## src/rtl/l2_victim_buffer.sv

```systemverilog
`default_nettype none
// ============================================================================
//  Module   : l2_victim_buffer
//  Purpose  : Single-entry write-back victim buffer between the L2 cache and
//             physical memory. A dirty eviction is absorbed in one cycle so the
//             following line fill reaches memory first. The buffered victim is
//             drained whenever the memory port is otherwise idle. Reads that
//             hit the buffered line are answered locally.
//  Ports    : clk, reset (async, active-high)
//             l2_read/l2_write/l2_address/l2_wdata  -> L2 request side
//             l2_rdata/l2_resp                      <- L2 response side
//             pmem_read/pmem_write/pmem_address/pmem_wdata -> memory request
//             pmem_rdata/pmem_resp                  <- memory response
//  Revision : 1.0  initial release
// ============================================================================
module l2_victim_buffer (
   input  logic         clk,
   input  logic         reset,
   input  logic         l2_read,
   input  logic         l2_write,
   input  logic [15:0]  l2_address,
   input  logic [127:0] l2_wdata,
   output logic [127:0] l2_rdata,
   output logic         l2_resp,
   output logic         pmem_read,
   output logic         pmem_write,
   output logic [15:0]  pmem_address,
   output logic [127:0] pmem_wdata,
   input  logic [127:0] pmem_rdata,
   input  logic         pmem_resp
);

   typedef enum logic [2:0] {
      ST_EMPTY     = 3'd0,
      ST_FULL      = 3'd1,
      ST_ACK       = 3'd2,
      ST_MEM_READ  = 3'd3,
      ST_MEM_WRITE = 3'd4
   } state_t;

   state_t         state_q,    state_d;
   logic           vb_valid_q, vb_valid_d;
   logic [11:0]    vb_tag_q,   vb_tag_d;
   logic [127:0]   vb_data_q,  vb_data_d;
   logic [127:0]   rdata_q,    rdata_d;

   logic [11:0]    req_tag;
   logic           hit;
   logic           unused_addr_bits;

   assign req_tag          = l2_address[15:4];
   assign hit              = vb_valid_q && (req_tag == vb_tag_q);
   // Offset bits inside the line carry no meaning for line-granular traffic.
   assign unused_addr_bits = ^l2_address[3:0];

   // ------------------------------------------------------------------
   // State and storage registers
   // ------------------------------------------------------------------
   always_ff @(posedge clk or posedge reset) begin
      if (reset) begin
         state_q    <= ST_EMPTY;
         vb_valid_q <= 1'b0;
         vb_tag_q   <= 12'h000;
         vb_data_q  <= 128'h0;
         rdata_q    <= 128'h0;
      end else begin
         state_q    <= state_d;
         vb_valid_q <= vb_valid_d;
         vb_tag_q   <= vb_tag_d;
         vb_data_q  <= vb_data_d;
         rdata_q    <= rdata_d;
      end
   end

   // ------------------------------------------------------------------
   // Next-state and storage update
   // ------------------------------------------------------------------
   always_comb begin
      state_d    = state_q;
      vb_valid_d = vb_valid_q;
      vb_tag_d   = vb_tag_q;
      vb_data_d  = vb_data_q;
      rdata_d    = rdata_q;

      case (state_q)
         ST_EMPTY: begin
            if (l2_read) begin
               state_d = ST_MEM_READ;
            end else if (l2_write) begin
               vb_valid_d = 1'b1;
               vb_tag_d   = req_tag;
               vb_data_d  = l2_wdata;
               state_d    = ST_ACK;
            end
         end

         ST_FULL: begin
            if (l2_read) begin
               if (hit) begin
                  rdata_d = vb_data_q;
                  state_d = ST_ACK;
               end else begin
                  state_d = ST_MEM_READ;
               end
            end else if (l2_write) begin
               if (hit) begin
                  // Newer copy of the same line simply replaces the victim.
                  vb_data_d = l2_wdata;
                  state_d   = ST_ACK;
               end else begin
                  // Drain the old victim; the held write is captured from EMPTY.
                  state_d = ST_MEM_WRITE;
               end
            end else begin
               state_d = ST_MEM_WRITE;
            end
         end

         ST_MEM_READ: begin
            if (pmem_resp) begin
               rdata_d = pmem_rdata;
               state_d = ST_ACK;
            end
         end

         ST_MEM_WRITE: begin
            if (pmem_resp) begin
               vb_valid_d = 1'b0;
               state_d    = ST_EMPTY;
            end
         end

         ST_ACK: begin
            state_d = vb_valid_q ? ST_FULL : ST_EMPTY;
         end

         default: begin
            state_d = ST_EMPTY;
         end
      endcase
   end

   // ------------------------------------------------------------------
   // Moore outputs: decoded from the state register only. The read address
   // tracks l2_address, which the L2 holds steady until l2_resp.
   // ------------------------------------------------------------------
   always_comb begin
      l2_resp      = 1'b0;
      l2_rdata     = 128'h0;
      pmem_read    = 1'b0;
      pmem_write   = 1'b0;
      pmem_address = 16'h0000;
      pmem_wdata   = 128'h0;

      case (state_q)
         ST_ACK: begin
            l2_resp  = 1'b1;
            l2_rdata = rdata_q;
         end
         ST_MEM_READ: begin
            pmem_read    = 1'b1;
            pmem_address = {req_tag, 4'h0};
         end
         ST_MEM_WRITE: begin
            pmem_write   = 1'b1;
            pmem_address = {vb_tag_q, 4'h0};
            pmem_wdata   = vb_data_q;
         end
         default: begin
            l2_resp = 1'b0;
         end
      endcase
   end

endmodule
`default_nettype wire

```

## config.mk

```make
export PLATFORM = sky130hd
export DESIGN_NAME = l2_victim_buffer
export DESIGN_NICKNAME = d
export VERILOG_FILES = /design/src/rtl/l2_victim_buffer.sv
export SDC_FILE = /design/constraint.sdc
export NUM_CORES = 1
export LEC_CHECK = 0
export ABC_AREA = 1
export CORE_AREA = 4 4 213 215
export DETAILED_ROUTE_END_ITERATION = 7
export DIE_AREA = 0 0 217 219
export SLEW_MARGIN = 20
export SYNTH_ARGS = -nofsm -noshare
export SYNTH_HDL_FRONTEND = slang
export SYNTH_SLANG_ARGS = --single-unit
```

## constraint.sdc

```tcl
create_clock -name clk -period 15.9 [get_ports clk]
set_clock_uncertainty 0.15 [all_clocks]
set_input_delay 3.975 -clock clk [delete_from_list [all_inputs] [get_ports clk]]
set_output_delay 3.975 -clock clk [all_outputs]
set_load 0.02 [all_outputs]
```

; ---- Word level (Yosys, flattened, before mapping)
; Index checks and enable logic that the tools add are counted.
[totals]
regBits = 272
inputBits = 277
[op_classes]
n_eq_ne = 14
mux = 30
bitwise = 1
n_reduce_logical = 10
[ops]
columns = operator, count
row1 = two-way mux 128 bit, 10
row2 = one-hot mux 128 bit (2 select lines), 2
row3 = one-hot mux 16 bit (2 select lines), 1
row4 = two-way mux 3 bit, 7
row5 = "!= test 2 bit, second input constant", 8
row6 = one-hot mux 3 bit (5 select lines), 1
row7 = == test 12 bit, 1
row8 = two-way mux 1 bit, 8
row9 = AND reduction 4 bit, 2
row10 = "== test 3 x 2 -> 1 bit, second input constant", 2
row11 = AND reduction 3 bit, 2
row12 = AND reduction 6 bit, 1
row13 = nonzero test 2 bit, 3
row14 = "== test 3 x 1 -> 1 bit, second input constant", 1
row15 = "== test 3 bit, second input constant", 1
row16 = logical NOT 3 bit, 1
row17 = "!= test 3 bit, second input constant", 1
row18 = one-hot mux 1 bit (2 select lines), 1
row19 = logical AND 1 bit, 1
row20 = inverter 1 bit, 1

; ---- Depth between registers and ports, before layout
; Gate-level depths: netlist of run 1.
[logic_depth]
depth_word = 6
ltp_mapped = 13
ltp_nobuf = 11

; ---- Worst setup path before layout of run 1
; Ideal clock, no wire load.
[synth_timing]
path_type = input-to-output
start = in l2_address[10]
end = out pmem_address[10]
t_arrival_ns = 4.389
required_time_ns = 11.775
slack_ns = 7.386
stages = 2
n_path_buf = 0
cell_sequence = inv_1 > o22ai_1
[synth_via]
elab_chain_len = 1
[synth_lines]
columns = element, line_no
row1 = "start, declared", 21  ; input logic [15:0] l2_address,
row2 = one-hot mux 16 bit (2 select lines), 155  ; case (state_q)
row3 = "end, declared", 27  ; output logic [15:0] pmem_address,
; Every way passes these cells.

; ---- Final worst setup path of run 1
[layout_timing]
start = in l2_address[4]
end = out pmem_address[4]
; The elaborated chain is that of the path after synthesis.

==> results.py, run 1 <==
metrics = {
    "yosys": {
        "synthCells": 2130,
        "post_synth.cell_area_avg_um2": 6.94,
        "post_synthesis_cell_type_count": 24,
        "seq_area_frac_synth": 0.461,
        "synth_warnings": 0,
        "ys_ff_latch": 272,
        "synth_area_mm2": 0.0148,
    },
    "floorplan": {
        "die_h_um": 219,
        "horizontal_extent_of_the_die_um": 217,
        "placementRows": 77,
        "die_area_mm2": 0.0475,
        "floorplan.io_pins": 552,
        "floorplan.initialDensity": 0.338,
        "core_area_mm2": 0.0437,
    },
    "worst_setup_path": {
        "end_kind": "output port",
        "cp_num_cells": 4,
        "worst_ep_required_time_ns": 11.78,
        "cp_num_buf_inv": 3,
        "worstSetupStartpointType": "primary input",
        "criticalPathCategory": "in2out",
        "cp.arrival_ns": 5.47,
        "critical-path-top-delay-family": "buffers and inverters",
        "ff2ff_setup_slack_ns": 11.22,
        "worstSetupStartpoint": "l2_address[4]",
        "reg2regPathDepth": 14,
        "cp_cell_sequence": "clkdlybuf4s50_1, inv_2, o22ai_1, clkdlybuf4s50_1",
        "worst_r2r_startpoint": "vb_tag_q[1]",
        "critical_path.max_stage_delay_ns": 0.67,
        "crit_fanout": 3,
        "crit_path_frequent_cell": "clkdlybuf4s50_1",
        "worst_r2r_endpoint": "vb_data_q[20]",
        "crit_end": "pmem_address[4]",
        "critical_path_top_delay_cell": "clkdlybuf4s50_1",
    },
    "placed_design": {
        "gp_congestion": 0.875,
        "dp.final_hpwl_um": 38000,
        "port_buffers": 543,
        "pre_cts_slack_ns": 6.33,
        "placed_cell_area_mm2": 0.0202,
    },
    "drt": {
        "drt_initial_violations": 1172,
        "vias_per_cell": 4.68,
        "detail-route-antenna-nets": 0,
        "detail_route.wl_per_cell_um": 17.5,
        "drc_markers": 0,
        "first_pass_iters": 5,
        "route.vias.total": 14989,
        "drt_wirelength_um": 56200,
    },
    "layout": {
        "most_frequent_cells_in_the_layout": "nand2_1, clkdlybuf4s50_1, inv_1, nor2_1, dfrtp_1",
        "layout-drive-gt1-share": 0.0311,
        "final_net_count": 2856,
        "seq_area_mm2": 0.00681,
        "final.fill_count": 4537,
        "multiInputGateArea_mm2": 0.00596,
        "layout_commonest_cell": "nand2_1",
        "syn2layout_area_growth_pct": 44.4,
        "final_cell_area_mm2": 0.0213,
    },
    "timing": {
        "post-route-period-util": 0.604,
        "timing.final.hold_violations": 0,
        "grt_setup_unrepaired": "no",
        "worst_slew_pin_slew_ns": 1.06,
        "max-slew-margin-rel": 0.292,
        "slew_violations": 0,
        "final.setup.worst_slack_ns": 6.30,
        "setup_total_negative_slack_ns": 0,
        "setup_viol_count_final": 0,
        "final.min_clock_period_ns": 9.60,
        "timing.fmax_mhz": 104,
    },
    "flow_run": {
        "maxCapViolCount": 0,
    },
    "global_route": {
        "grt_util_all_layers": 0.227,
        "wire_length_of_the_first_global_routing_pass_um": 85900,
        "grt_antenna_before_repair": 12,
        "vias_in_the_first_global_route": 14912,
        "grt_max_degree": 168,
        "grt.overflow.total": 0,
    },
    "cts": {
        "cts-root-buf": "clkbuf_16",
        "tritoncts": "yes",
        "clkSinkCount": 272,
        "insertion_delay_ns": 0.53,
        "clock_path_buffers": 3,
        "cts_hold_repair.buffers": 0,
        "number_of_buffers_added_by_the_clock_tree_synthesis_step": 34,
        "htree_num_levels": 2,
        "cts.repair.resized": 0,
        "clk_pin_slew_worst_paths_ns": 0.05,
        "postCtsSetupRepairBufs": 0,
    },
    "power": {
        "max-vdd-ir-drop_mv": 0.0933,
        "power.density_mw_per_mm2": 173,
        "power.total_mw": 3.69,
        "leakagePower_nw": 10.3,
    },
    "run_status": {
        "status": "finished, final reports clean",
    },
    "min_path": {
        "min-delay-path-class": "reg2reg",
    },
}
-- power breakdown --
part / switching [mW] / internal, mW / total, mW / leakage [nW]
Clock: 0.300 / 0.477 / 0.777 / 0.549
Combinational: 1.16 / 0.597 / 1.75 / 6.30
Sequential: 0.163 / 0.996 / 1.16 / 3.45
Total: 1.62 / 2.07 / 3.69 / 10.3
-- cell families (layout without fill, tap and decap cells) --
family | Yosys count | count (layout) | share of synthesized area
compound gates | 156 | 156 | 0.0543
buf+inv | 441 | 910 | 0.140
flops | 272 | 272 | 0.461
other cells | 1 | 14 | 0.000254
simple gates | 1260 | 1260 | 0.345
-- routing by layer --
metal	GRT usage	part of all wire	vias up
met1	0.285	0.41	7077
met2	0.379	0.48	466
li1	-	-	7350
met5	0	0.00060	-
met4	0.0837	0.032	4
met3	0.0579	0.073	92
-- worst min-delay path, stage by stage (launching register included) --
cell     delay (ns)
dfrtp_1        0.34
nand2_1        0.05
nand2_1        0.04
-- area by class of cell --
class                   count  area share
flip-flops and latches    272       0.319
well taps                 592      0.0347
clock inverters             3     0.00205
repair buffers            558       0.261
multi-input cells        1420       0.280
inverters                 293      0.0521
clock buffers              56      0.0505
diodes                     10     0.00117
-- synth_stat cells --
cell type  count  share of area
a22oi_1        1        0.00051
nor3_1         1        0.00034
o21ai_0      142          0.048
conb_1         1        0.00025
nor2_1       274          0.070
nand2_1      713           0.18
nand2_2        2        0.00085
dfrtp_1      272           0.46
nand4_1        2        0.00085
buf_4         21          0.011
buf_6         37          0.028
inv_1        285          0.072
nand3_1      263          0.089
and2_1         1        0.00042
nand3_2        1        0.00068
o21ai_2        1        0.00059
o22ai_1       12         0.0051
nand2_4        1        0.00076
clkbuf_1      44          0.011
nor4_2         1        0.00085
buf_1          1        0.00025
buf_2         45          0.015
nor2_2         1        0.00042
inv_2          8         0.0020
-- metrics by stage --
| stage | hold slack, ns | utilization | std cells |
|---|---|---|---|
| CTS | 0.322 | 0.487 | 3193 |
| global route | 0.333 | 0.488 | 3203 |
| detailed placement | 0.308 | 0.461 | 3134 |
| finish | 0.316 | 0.488 | 3204 |
| global placement | 0.303 | 0.461 | 3134 |
| floorplan | 0.292 | - | 2133 |
-- state kept, by name, indices dropped and copies added (netlist names) --
name / count
vb_data_q: 128
rdata_q: 128
vb_valid_q: 1
vb_tag_q: 12
state_q: 3
-- how the worst min path moves through the flow --
stage | start | endpoint | slack (ns) | cells past startpoint
3_3_place_gp | vb_data_q[66] | vb_data_q[66] | 0.30 | 2
2_1_floorplan | rdata_q[0] | rdata_q[0] | 0.29 | 2
3_5_place_dp | vb_data_q[52] | vb_data_q[52] | 0.31 | 2
4_1_cts | rdata_q[107] | rdata_q[107] | 0.32 | 2
6_report | rdata_q[127] | rdata_q[127] | 0.32 | 2
5_1_grt | vb_data_q[52] | vb_data_q[52] | 0.33 | 2
No activity file was read; power rests on OpenSTA's default activity.
==> run 2, diff against run 1 <==
- PLACE_DENSITY: not set -> 0.67
- clock period: 15.9 -> 7.85 ns (I/O delays scaled with it)
==> results.py, run 2 (synthesis results as in run 1) <==
metrics = {
    "layout": {
        "final_net_count": 2853,
        "post_layout_nonfiller_instances": 3195,
        "most_frequent_cells_in_the_layout": "nand2_1, clkdlybuf4s50_1, inv_1, nor2_1, dfrtp_1",
        "layout_commonest_cell": "nand2_1",
        "syn2layout_area_growth_pct": 43.7,
        "reg.largest.list": "rdata_q: 128 flops, vb_data_q: 128 flops, vb_tag_q: 12 flops",
        "layout-drive-gt1-share": 0.0312,
    },
    "cts": {
        "cts-root-buf": "clkbuf_16",
        "number_of_buffers_added_by_the_clock_tree_synthesis_step": 31,
        "insertion_delay_ns": 0.56,
        "clk_pin_slew_worst_paths_ns": 0.06,
        "clkSinkCount": 272,
        "clock_path_buffers": 3,
        "postCtsSetupRepairBufs": 0,
        "cts.repair.resized": 0,
        "tritoncts": "yes",
        "htree_num_levels": 1,
        "cts_hold_repair.buffers": 0,
    },
    "power": {
        "max-vdd-ir-drop_mv": 0.173,
        "power.density_mw_per_mm2": 346,
        "leakagePower_nw": 10.2,
    },
    "worst_setup_path": {
        "criticalPathCategory": "in2out",
        "end_kind": "output port",
        "cp.arrival_ns": 3.48,
        "reg2regPathDepth": 7,
        "crit_fanout": 3,
        "worst_ep_required_time_ns": 5.74,
        "worstSetupStartpointType": "primary input",
    },
    "global_route": {
        "grt_util_all_layers": 0.220,
        "grt.overflow.total": 0,
        "wire_length_of_the_first_global_routing_pass_um": 84200,
        "vias_in_the_first_global_route": 14782,
        "grt_antenna_before_repair": 8,
        "grt_max_degree": 156,
    },
    "floorplan": {
        "floorplan.io_pins": 552,
        "horizontal_extent_of_the_die_um": 217,
        "floorplan.initialDensity": 0.338,
        "placementRows": 77,
        "die_area_mm2": 0.0475,
        "die_h_um": 219,
        "core_area_mm2": 0.0437,
    },
    "drt": {
        "route.vias.total": 15133,
        "drc_markers": 0,
        "detail-route-antenna-nets": 0,
        "drt_wirelength_um": 54900,
        "detail_route.wl_per_cell_um": 17.2,
        "vias_per_cell": 4.74,
        "first_pass_iters": 5,
        "drt_initial_violations": 1256,
    },
    "min_path": {
        "whs_path_depth": 2,
        "min-delay-path-class": "reg2reg",
    },
    "timing": {
        "final.min_clock_period_ns": 5.59,
        "grt_setup_unrepaired": "no",
        "setup_viol_count_final": 0,
        "max-slew-margin-rel": 0.292,
        "setup_total_negative_slack_ns": 0,
        "worst_slew_pin_slew_ns": 1.06,
        "post-route-period-util": 0.712,
        "slew_violations": 0,
        "timing.fmax_mhz": 179,
        "timing.final.hold_violations": 0,
    },
    "placed_design": {
        "dp.final_hpwl_um": 37700,
        "gp_congestion": 0.889,
        "dp.cells": 3135,
        "port_buffers": 543,
    },
    "flow_run": {
        "maxCapViolCount": 0,
    },
    "run_status": {
        "status": "finished, final reports clean",
    },
}
[run 2: area by class of cell]
cell class / count / area, um2
Clock inverter: 8 / 90.1
Inverter: 293 / 1110
Clock buffer: 46 / 922
Tap cell: 592 / 741
Timing Repair Buffer: 558 / 5560
Antenna cell: 6 / 15.0
Fill cell: 4409 / 22500
Multi-Input combinational cell: 1420 / 5990
Sequential cell: 272 / 6810
[run 2: path summary, 6_finish.rpt]
kind,from,end,slack (ns)
max in group asynchronous,reset,rdata_q[60],4.74
hold reg to reg,vb_data_q[11],vb_data_q[11],0.32
min in group asynchronous,reset,vb_data_q[0],1.56
setup / recovery,l2_address[8],pmem_address[8],2.26
hold / removal,vb_data_q[11],vb_data_q[11],0.32
setup reg to reg,state_q[2],rdata_q[78],4.44
[run 2: power breakdown]
part | total [mW] | internal (mW) | switching (mW) | leakage [nW]
Sequential | 2.35 | 2.02 | 0.336 | 3.45
Combinational | 3.54 | 1.20 | 2.34 | 6.28
Clock | 1.46 | 0.868 | 0.589 | 0.506
Total | 7.35 | 4.09 | 3.26 | 10.2
[run 2: per-layer routing]
layer	share of wire	vias to the layer above	global-route usage	routed length, um
li1	-	7344	-	-
met1	0.41	7193	0.279	22600
met2	0.49	503	0.373	26700
met3	0.070	89	0.0516	3860
met4	0.030	4	0.0685	1660
met5	0.00055	-	0	30
[run 2: worst max-delay path, stage by stage]
cell             delay (ns)
clkdlybuf4s50_1        0.53
inv_1                  0.09
o22ai_1                0.23
clkdlybuf4s50_1        0.67
[run 2: per-stage QoR]
step	hold WS (ns)	total power [mW]	utilization	instance area, um2	worst slack [ns]
6_report	0.318	7.35	0.485	21200	2.26
3_5_place_dp	0.308	5.93	0.462	20200	2.29
5_1_grt	0.332	7.95	0.485	21200	2.09
4_1_cts	0.323	7.43	0.485	21200	2.18
2_1_floorplan	0.292	4.77	-	14800	2.14
3_3_place_gp	0.303	5.86	0.461	20200	2.23
